**config.mk**
```make
export PLATFORM = sky130hd
export DESIGN_NAME = mcyc_maindec
export DESIGN_NICKNAME = d
export VERILOG_FILES = /design/src/rtl/mips_decls_p.sv /design/src/rtl/mcyc_waitctr.sv /design/src/rtl/mcyc_maindec.sv
export SDC_FILE = /design/constraint.sdc
export NUM_CORES = 1
export LEC_CHECK = 0
export CAP_MARGIN = 20
export CORE_UTILIZATION = 45
export DETAILED_ROUTE_END_ITERATION = 8
export PLACE_DENSITY = 0.91
export SLEW_MARGIN = 30
export SYNTH_ARGS = -nofsm -noshare
export SYNTH_HDL_FRONTEND = slang
export SYNTH_SLANG_ARGS = --single-unit
```
**constraint.sdc**
```tcl
create_clock -name clk -period 2.8 [get_ports clk]
set_clock_uncertainty 0.15 [all_clocks]
set_input_delay 0.28 -clock clk [delete_from_list [all_inputs] [get_ports clk]]
set_output_delay 0.28 -clock clk [all_outputs]
set_load 0.02 [all_outputs]
```
**src/rtl/mips_decls_p.sv**
```systemverilog
// mips_decls_p: opcodes, function codes, FSM states and datapath select encodings
// shared by the multicycle MIPS main decoder and its wait counter.
package mips_decls_p;

    typedef logic [5:0] opcode_t;
    typedef logic [5:0] funct_t;

    typedef enum logic [3:0] {
        FETCH  = 4'd0,
        DECODE = 4'd1,
        MEMADR = 4'd2,
        MEMRD  = 4'd3,
        MEMWB  = 4'd4,
        MEMWR  = 4'd5,
        RTEX   = 4'd6,
        ALUWB  = 4'd7,
        BRANCH = 4'd8,
        ADDIEX = 4'd9,
        ADDIWB = 4'd10,
        JUMP   = 4'd11,
        JAL    = 4'd12,
        JR     = 4'd13,
        ERR    = 4'd14
    } statetype_t;

    localparam opcode_t OP_RTYPE = 6'b000000;
    localparam opcode_t OP_LW    = 6'b100011;
    localparam opcode_t OP_SW    = 6'b101011;
    localparam opcode_t OP_BEQ   = 6'b000100;
    localparam opcode_t OP_BNE   = 6'b000101;
    localparam opcode_t OP_ADDI  = 6'b001000;
    localparam opcode_t OP_J     = 6'b000010;
    localparam opcode_t OP_JAL   = 6'b000011;

    localparam funct_t F_JR = 6'b001000;

    localparam logic [1:0] RD_RT  = 2'b00;
    localparam logic [1:0] RD_RD  = 2'b01;
    localparam logic [1:0] RD_R31 = 2'b10;

    localparam logic [1:0] MT_ALUOUT = 2'b00;
    localparam logic [1:0] MT_MEM    = 2'b01;
    localparam logic [1:0] MT_PC     = 2'b10;

    localparam logic [1:0] SB_RT    = 2'b00;
    localparam logic [1:0] SB_FOUR  = 2'b01;
    localparam logic [1:0] SB_IMM   = 2'b10;
    localparam logic [1:0] SB_IMMSH = 2'b11;

    localparam logic [1:0] PS_ALU    = 2'b00;
    localparam logic [1:0] PS_ALUOUT = 2'b01;
    localparam logic [1:0] PS_JUMP   = 2'b10;
    localparam logic [1:0] PS_RS     = 2'b11;

    localparam logic [1:0] ALUOP_ADD   = 2'b00;
    localparam logic [1:0] ALUOP_SUB   = 2'b01;
    localparam logic [1:0] ALUOP_FUNCT = 2'b10;

    // States that wait on the memory handshake and are bounded by the timeout.
    function automatic logic is_mem_state(statetype_t s);
        return s inside {FETCH, MEMRD, MEMWR};
    endfunction

endpackage

```
**src/rtl/mcyc_waitctr.sv**
```systemverilog
// mcyc_waitctr: counts consecutive mem_ready-low cycles in a memory state and
// flags the cycle in which the wait budget MAX_WAIT is exhausted.
module mcyc_waitctr #(
    parameter int MAX_WAIT = 4,
    parameter int WCNT_W   = $clog2(MAX_WAIT + 1)
) (
    input  logic              clk,
    input  logic              reset,
    input  logic              clr,
    input  logic              inc,
    output logic [WCNT_W-1:0] cnt,
    output logic              timeout
);

    localparam logic [WCNT_W-1:0] LIMIT = WCNT_W'(MAX_WAIT);

    logic [WCNT_W-1:0] cnt_d, cnt_q;

    assign timeout = inc && (cnt_q == LIMIT);
    assign cnt     = cnt_q;

    always_comb cnt_d = clr ? '0 : (inc && !timeout) ? cnt_q + WCNT_W'(1) : cnt_q;

    always_ff @(posedge clk)
        if (reset) cnt_q <= '0;
        else       cnt_q <= cnt_d;

endmodule

```
**src/rtl/mcyc_maindec.sv**
```systemverilog
// mcyc_maindec: multicycle MIPS main decoder FSM with memory wait timeout.
// Define MCYC_BNE_EN to decode bne (opcode 000101) as an inverted-condition branch.
module mcyc_maindec
    import mips_decls_p::*;
#(
    parameter int MAX_WAIT = 4,
    parameter int WCNT_W   = $clog2(MAX_WAIT + 1)
) (
    input  logic       clk,
    input  logic       reset,
    input  logic [5:0] opcode,
    input  logic [5:0] funct,
    input  logic       zero,
    input  logic       mem_ready,
    output logic       memread,
    output logic       memwrite,
    output logic       irwrite,
    output logic       iord,
    output logic       regwrite,
    output logic       alusrca,
    output logic       pcen,
    output logic [1:0] regdst,
    output logic [1:0] memtoreg,
    output logic [1:0] alusrcb,
    output logic [1:0] pcsrc,
    output logic [1:0] aluop,
    output logic [3:0] state_o,
    output logic       error
);

    statetype_t state_q, state_d, dec_next;
    logic mr, mw, iw, rw, pcwrite, branch, taken;
    logic timeout, wait_clr, wait_inc;
    logic [WCNT_W-1:0] wait_cnt_unused;

    assign wait_inc = is_mem_state(state_q) && !mem_ready;
    assign wait_clr = is_mem_state(state_d) && (state_d != state_q);

    mcyc_waitctr #(
        .MAX_WAIT(MAX_WAIT),
        .WCNT_W  (WCNT_W)
    ) u_waitctr (
        .clk    (clk),
        .reset  (reset),
        .clr    (wait_clr),
        .inc    (wait_inc),
        .cnt    (wait_cnt_unused),
        .timeout(timeout)
    );

`ifdef MCYC_BNE_EN
    assign taken = (opcode == OP_BNE) ? ~zero : zero;
`else
    assign taken = zero;
`endif

    always_comb begin
        dec_next = ERR;
        case (opcode)
            OP_LW, OP_SW: dec_next = MEMADR;
            OP_RTYPE:     dec_next = (funct == F_JR) ? JR : RTEX;
            OP_BEQ:       dec_next = BRANCH;
`ifdef MCYC_BNE_EN
            OP_BNE:       dec_next = BRANCH;
`endif
            OP_ADDI:      dec_next = ADDIEX;
            OP_J:         dec_next = JUMP;
            OP_JAL:       dec_next = JAL;
            default:      dec_next = ERR;
        endcase
    end

    always_ff @(posedge clk)
        if (reset) state_q <= FETCH;
        else       state_q <= state_d;

    always_comb begin
        state_d  = state_q;
        mr       = 1'b0;
        mw       = 1'b0;
        iw       = 1'b0;
        rw       = 1'b0;
        iord     = 1'b0;
        alusrca  = 1'b0;
        pcwrite  = 1'b0;
        branch   = 1'b0;
        regdst   = RD_RT;
        memtoreg = MT_ALUOUT;
        alusrcb  = SB_RT;
        pcsrc    = PS_ALU;
        aluop    = ALUOP_ADD;
        case (state_q)
            FETCH: begin
                mr      = 1'b1;
                alusrcb = SB_FOUR;
                iw      = mem_ready;
                pcwrite = mem_ready;
                state_d = mem_ready ? DECODE : timeout ? ERR : FETCH;
            end
            DECODE: begin
                alusrcb = SB_IMMSH;
                state_d = dec_next;
            end
            MEMADR: begin
                alusrca = 1'b1;
                alusrcb = SB_IMM;
                state_d = (opcode == OP_SW) ? MEMWR : MEMRD;
            end
            MEMRD: begin
                mr      = 1'b1;
                iord    = 1'b1;
                state_d = mem_ready ? MEMWB : timeout ? ERR : MEMRD;
            end
            MEMWB: begin
                rw       = 1'b1;
                memtoreg = MT_MEM;
                state_d  = FETCH;
            end
            MEMWR: begin
                mw      = 1'b1;
                iord    = 1'b1;
                state_d = mem_ready ? FETCH : timeout ? ERR : MEMWR;
            end
            RTEX: begin
                alusrca = 1'b1;
                aluop   = ALUOP_FUNCT;
                state_d = ALUWB;
            end
            ALUWB: begin
                rw      = 1'b1;
                regdst  = RD_RD;
                state_d = FETCH;
            end
            BRANCH: begin
                alusrca = 1'b1;
                aluop   = ALUOP_SUB;
                pcsrc   = PS_ALUOUT;
                branch  = 1'b1;
                state_d = FETCH;
            end
            ADDIEX: begin
                alusrca = 1'b1;
                alusrcb = SB_IMM;
                state_d = ADDIWB;
            end
            ADDIWB: begin
                rw      = 1'b1;
                state_d = FETCH;
            end
            JUMP: begin
                pcwrite = 1'b1;
                pcsrc   = PS_JUMP;
                state_d = FETCH;
            end
            JAL: begin
                pcwrite  = 1'b1;
                pcsrc    = PS_JUMP;
                rw       = 1'b1;
                regdst   = RD_R31;
                memtoreg = MT_PC;
                state_d  = FETCH;
            end
            JR: begin
                pcwrite = 1'b1;
                pcsrc   = PS_RS;
                state_d = FETCH;
            end
            default: state_d = ERR;
        endcase
    end

    // The timeout cycle issues no memory access; reset suppresses every write.
    assign memread  = mr & ~timeout;
    assign memwrite = mw & ~timeout & ~reset;
    assign irwrite  = iw & ~reset;
    assign regwrite = rw & ~reset;
    assign pcen     = (pcwrite | (branch & taken)) & ~reset;
    assign state_o  = state_q;
    assign error    = (state_q == ERR);

endmodule

```
* Word level (Yosys, flattened, before mapping) *
Cells that the tools add are included.

storage, ports and cells
  bits in registers = 7
  input bits = 16
  logic and storage cells = 82
  output and inout bits = 22

operators by class
  add/sub/neg operators = 1
  reduce and logical (&&, ||, !) cells = 21
  bitwise logic cells = 10
  mux-type cells = 23
  equality and inequality tests = 25

operator list
  kind                                                             count
  4-bit one-hot mux with 8 select lines                            1
  4-bit == test, second input constant                             7
  4-bit 2-to-1 mux                                                 7
  4-bit one-hot mux with 6 select lines                            1
  4-bit by 3-bit == test with 1-bit output, second input constant  5
  4-bit by 2-bit == test with 1-bit output, second input constant  3
  6-bit by 2-bit == test with 1-bit output, second input constant  2
  6-bit by 4-bit == test with 1-bit output, second input constant  2
  6-bit == test, second input constant                             2
  2-bit one-hot mux with 2 select lines                            3
  2-bit one-hot mux with 3 select lines                            2
  2-bit OR reduction                                               6
  4-bit zero test                                                  2
  4-bit OR reduction                                               2
  1-bit AND                                                        7
  1-bit 2-to-1 mux                                                 7
  7-bit OR reduction                                               1
  6-bit by 3-bit == test with 1-bit output, second input constant  1
  6-bit zero test                                                  1
  3-bit nonzero test                                               2
  4-bit by 1-bit == test with 1-bit output, second input constant  1
  1-bit logical AND                                                4
  4-bit inequality test                                            1
  3-bit by 1-bit adder with 3-bit output, second input constant    1
  7 further kinds                                                  9

* Depth between registers and ports, before layout *
  word-level depth = 11
  depth in mapped cells = 9
  gate-level depth less buffers = 9

* Hierarchy *
A second synthesis with hierarchy kept.

unflattened totals
  cells, all modules = 141
  area, all modules = 1021.0 um^2

modules (own cells, without submodules)
  module        area each (um^2)  times used  cells an instance
  mcyc_maindec  832.0             1           123
  mcyc_waitctr  188.9             1           18

* Worst setup path before layout *
No wires, ideal clock.

  kind = register to output
  start = register state_q[2], in the netlist state_o[2]
  end = output memwrite
  setup slack = 0.498 ns
  stages on the path, launching flop included = 5
  data arrival time = 1.872 ns
  path buffers = 2
  cells stage by stage = dfxtp_1 buf_2 buf_1 nand2b_1 nor4_1

between the ends
  longest elaborated chain between the ends = 7

ends and longest elaborated chain
  item                                                              line                 RTL
  start: declaration                                                mcyc_maindec.sv:31   statetype_t state_q, state_d, dec_next;
  start signal: assignment                                          mcyc_maindec.sv:75   else state_q <= state_d;
  4-bit by 2-bit == test with 1-bit output (tied with other cells)  mips_decls_p.sv:61   return s inside {FETCH, MEMRD, MEMWR};
  3-bit nonzero test                                                mips_decls_p.sv:61
  1-bit logical AND                                                 mcyc_maindec.sv:36   assign wait_inc = is_mem_state(state_q) && !mem_ready;
  1-bit logical AND                                                 mcyc_waitctr.sv:19   assign timeout = inc && (cnt_q == LIMIT);
  1-bit inverter                                                    mcyc_maindec.sv:174  assign memwrite = mw & ~timeout & ~reset;
  1-bit AND * (2 in series)                                         mcyc_maindec.sv:174
  end: declaration                                                  mcyc_maindec.sv:16   output logic memwrite,

Mark *: on every way between the ends. The rest lies on a longest branch, timed or not.

* Final worst setup path *
  start = register state_q[1], in the netlist state_o[1]
  end = output pcen

between the ends
  longest elaborated chain between the ends = 5

ends and longest elaborated chain
  item                                                                       line                                     RTL
  4-bit == test                                                              mcyc_maindec.sv:92                       case (state_q)
  3-bit OR reduction (no line) / 1-bit 2-to-1 mux (equally long branches)    -
  1-bit one-hot mux with 2 select lines / 1-bit AND (equally long branches)  mcyc_maindec.sv:92, mcyc_maindec.sv:177
  1-bit bitwise OR *                                                         mcyc_maindec.sv:177                      assign pcen = (pcwrite | (branch & taken)) & ~reset;
  1-bit AND *                                                                mcyc_maindec.sv:177
  end: declaration                                                           mcyc_maindec.sv:21                       output logic pcen,

Marked as above.

==> out/metrics.csv <==
metric;value;unit
finalCritPeriodShare;92.6;%
regToRegStartpoint;state_o[1]$_SDFF_PP0_;
setup_viol;0;
max_clock_freq;386;MHz
gp_congestion;0.911;
synth_seq_cells;7;
seq_area_frac_synth;12.8;%
cts.htree.levels;1;
crit_start;state_o[1]$_SDFF_PP0_;
post_cts_buffers;0;
period_minus_slack;2.59;ns
synthTopCellsByCount;nor2_1, a21oi_1, nand2_1;
antenna_cells;0;
drive_gt1_share;10.3;%
setup_tns;0;ns
crit_path_start_kind;flop;
grt_max_degree;25;
coreArea;2250;sq um
fillers;187;
grt_first_pass_wirelength;5.29;mm
cts_buffer_depth;2;
endpoint_kind;output pin;
postRouteAntennaNets;0;
path_max_fanout;8;
powerDensity;744;nW/um^2
numPortBuffers;37;
dpl.hpwl;2.45;mm
cp_cell_sequence;or2_1 > nor3b_1 > a31oi_1 > o22a_1 > nor2_1 > clkdlybuf4s50_1;
vias;1363;
synthTopCellsByArea;dfxtp_1, nor2_1, a21oi_1;
hold_viol;0;
critPathSlowestCell;clkdlybuf4s50_1;
grt_usage;26.0;%
root_buffer;clkbuf_4;
slew_viol_final;0;
synth_ff_type;dfxtp_1;
syn_nets;178;
clock_latency;0.25;ns
die_h;51.2;um
irDropWorstVdd;0.529;mV
syn_to_final_growth;38.9;%
crit_required;2.37;ns
ys_types;52;
hold_buffers;0;
hold_path_class;reg -> reg;
placementRows;17;
critPathTopFamily;simple AND/OR/NAND/NOR gates;
final_net_count;214;
synth_edf_count;0;
ctsResizeCount;0;
vias_per_cell;6.11;
start_util;48.4;%
synth.top_cell.area_share;12.8;%
die-area;2630;sq um
yosysTopAreaCell;dfxtp_1;
io_pins;38;
relSlewSlack;65.3;%
grt_pass1_vias;1194;
status;finished, final reports clean;
max_stage_delay;0.61;ns
die_x;51.2;um
syn_area;1090;sq um
synth-async-reset-ratio;0;%
rsz0062_at_grt;false;
dr.pass1.iters;4;
grt_overflow;0;
clk_pin_slew;0.05;ns
multi_input_area;846;sq um
maxCapViolCount;0;
worstHoldStart;u_waitctr.cnt[1]$_SDFFE_PP0P_;
cts_buffers;3;
regArea;140;sq um
drcViolationCount;0;
worst_pin_slew;0.516;ns
cts.sinks;7;
ys_warn_count;0;
critPathKind;reg -> out;
crit_buf_inv;1;
leakage;0.551;nW
tritoncts;built;
drt_iter0_drc;67;
synth_most_common_cell;nor2_1;
antenna_found_initial;0;
p_total;1.13;mW
post_drt_wl_per_cell;14.0;um
wirelength;3.12;mm
syn_avg_cell_area;6.82;sq um
cp.arrival;2.16;ns
netlist_instances;160;
worst paths after layout:
check / endpoint / slack, ns / depth (start not counted)
hold reg to reg: u_waitctr.cnt[1]$_SDFFE_PP0P_ / 0.42 / 2
hold / removal: u_waitctr.cnt[1]$_SDFFE_PP0P_ / 0.42 / 2
setup / recovery: pcen / 0.21 / 6
setup reg to reg: u_waitctr.cnt[1]$_SDFFE_PP0P_ / 0.43 / 8
through the flow:
step | instances | hold WS [ns] | worst slack [ns] | instance area [sq um] | utilization (%)
final | 223 | 0.424 | 0.208 | 1520 | 67.2
after global routing | 223 | 0.456 | 0.104 | 1520 | 67.2
after CTS | 223 | 0.415 | 0.199 | 1520 | 67.2
after detailed placement | 219 | 0.413 | 0.222 | 1490 | 66.0
after global placement | 219 | 0.395 | 0.267 | 1490 | 66.0
after floorplan | 160 | 0.367 | 0.498 | 1090 | -
flip-flops by register name, summed over array words and instances (netlist names):
signal         cells
u_waitctr.cnt      3
state_o            4
placed cells by master, fill, tap and decap left out, types with 2 or more instances in the layout:
| cell | count |
|---|---|
| xnor2_1 | 3 |
| or3_1 | 3 |
| a21oi_1 | 13 |
| o211ai_1 | 2 |
| ha_1 | 2 |
| nand3b_1 | 2 |
| clkbuf_4 | 3 |
| nor3_1 | 6 |
| o2111ai_1 | 2 |
| nand2_1 | 9 |
| o21ai_1 | 2 |
| inv_1 | 6 |
| or2_1 | 4 |
| nand3_1 | 3 |
| buf_4 | 10 |
| a32o_1 | 2 |
| nand2b_1 | 6 |
| a211oi_1 | 2 |
| a21o_1 | 3 |
| o31ai_1 | 4 |
| a31oi_1 | 2 |
| o21ai_0 | 7 |
| clkdlybuf4s50_1 | 37 |
| nor2b_1 | 3 |
| dfxtp_1 | 7 |
| and3b_1 | 2 |
| nor4_1 | 4 |
| nor2_1 | 24 |
worst reg2reg max path: stages, from the launching register on:
cell and delay [ns]:
dfxtp_1 0.47, buf_4 0.25, and3b_1 0.21, o21ai_1 0.17, o21ai_1 0.11, a21oi_1 0.30
a21oi_1 0.14, a41oi_1 0.34, a21oi_1 0.11
cell type report:
class	instances	share of cell area [%]
clock buffers	4	1.73
well taps	28	2.31
flip-flops and latches	7	9.25
inverters	6	1.49
multi-input cells	131	55.8
repair buffers	47	29.4
where the power goes:
group	switching (mW)	leakage [nW]	internal [mW]
Combinational	0.499	0.479	0.375
Sequential	0.0355	0.0572	0.126
Clock	0.0369	0.0150	0.0544
logic make-up (layout without fill, tap and decap cells):
logic type / after synthesis / count (layout) / synth area share [%]
flops: 7 / 7 / 12.8
buf+inv: 22 / 57 / 9.63
simple gates: 75 / 75 / 37.7
mux: 1 / 1 / 0.917
compound gates: 49 / 49 / 33.4
xor+xnor: 4 / 4 / 3.21
fa+ha+maj: 2 / 2 / 2.29
metal layers:
metal	track usage (%)	wire, um	vias to the layer above
met3	1.19	271	2
li1	-	-	657
met4	8.11	24	0
met1	35.2	1340	622
met2	43.9	1480	82
met5	0	0	-
Power figures use the tool's default switching activity.
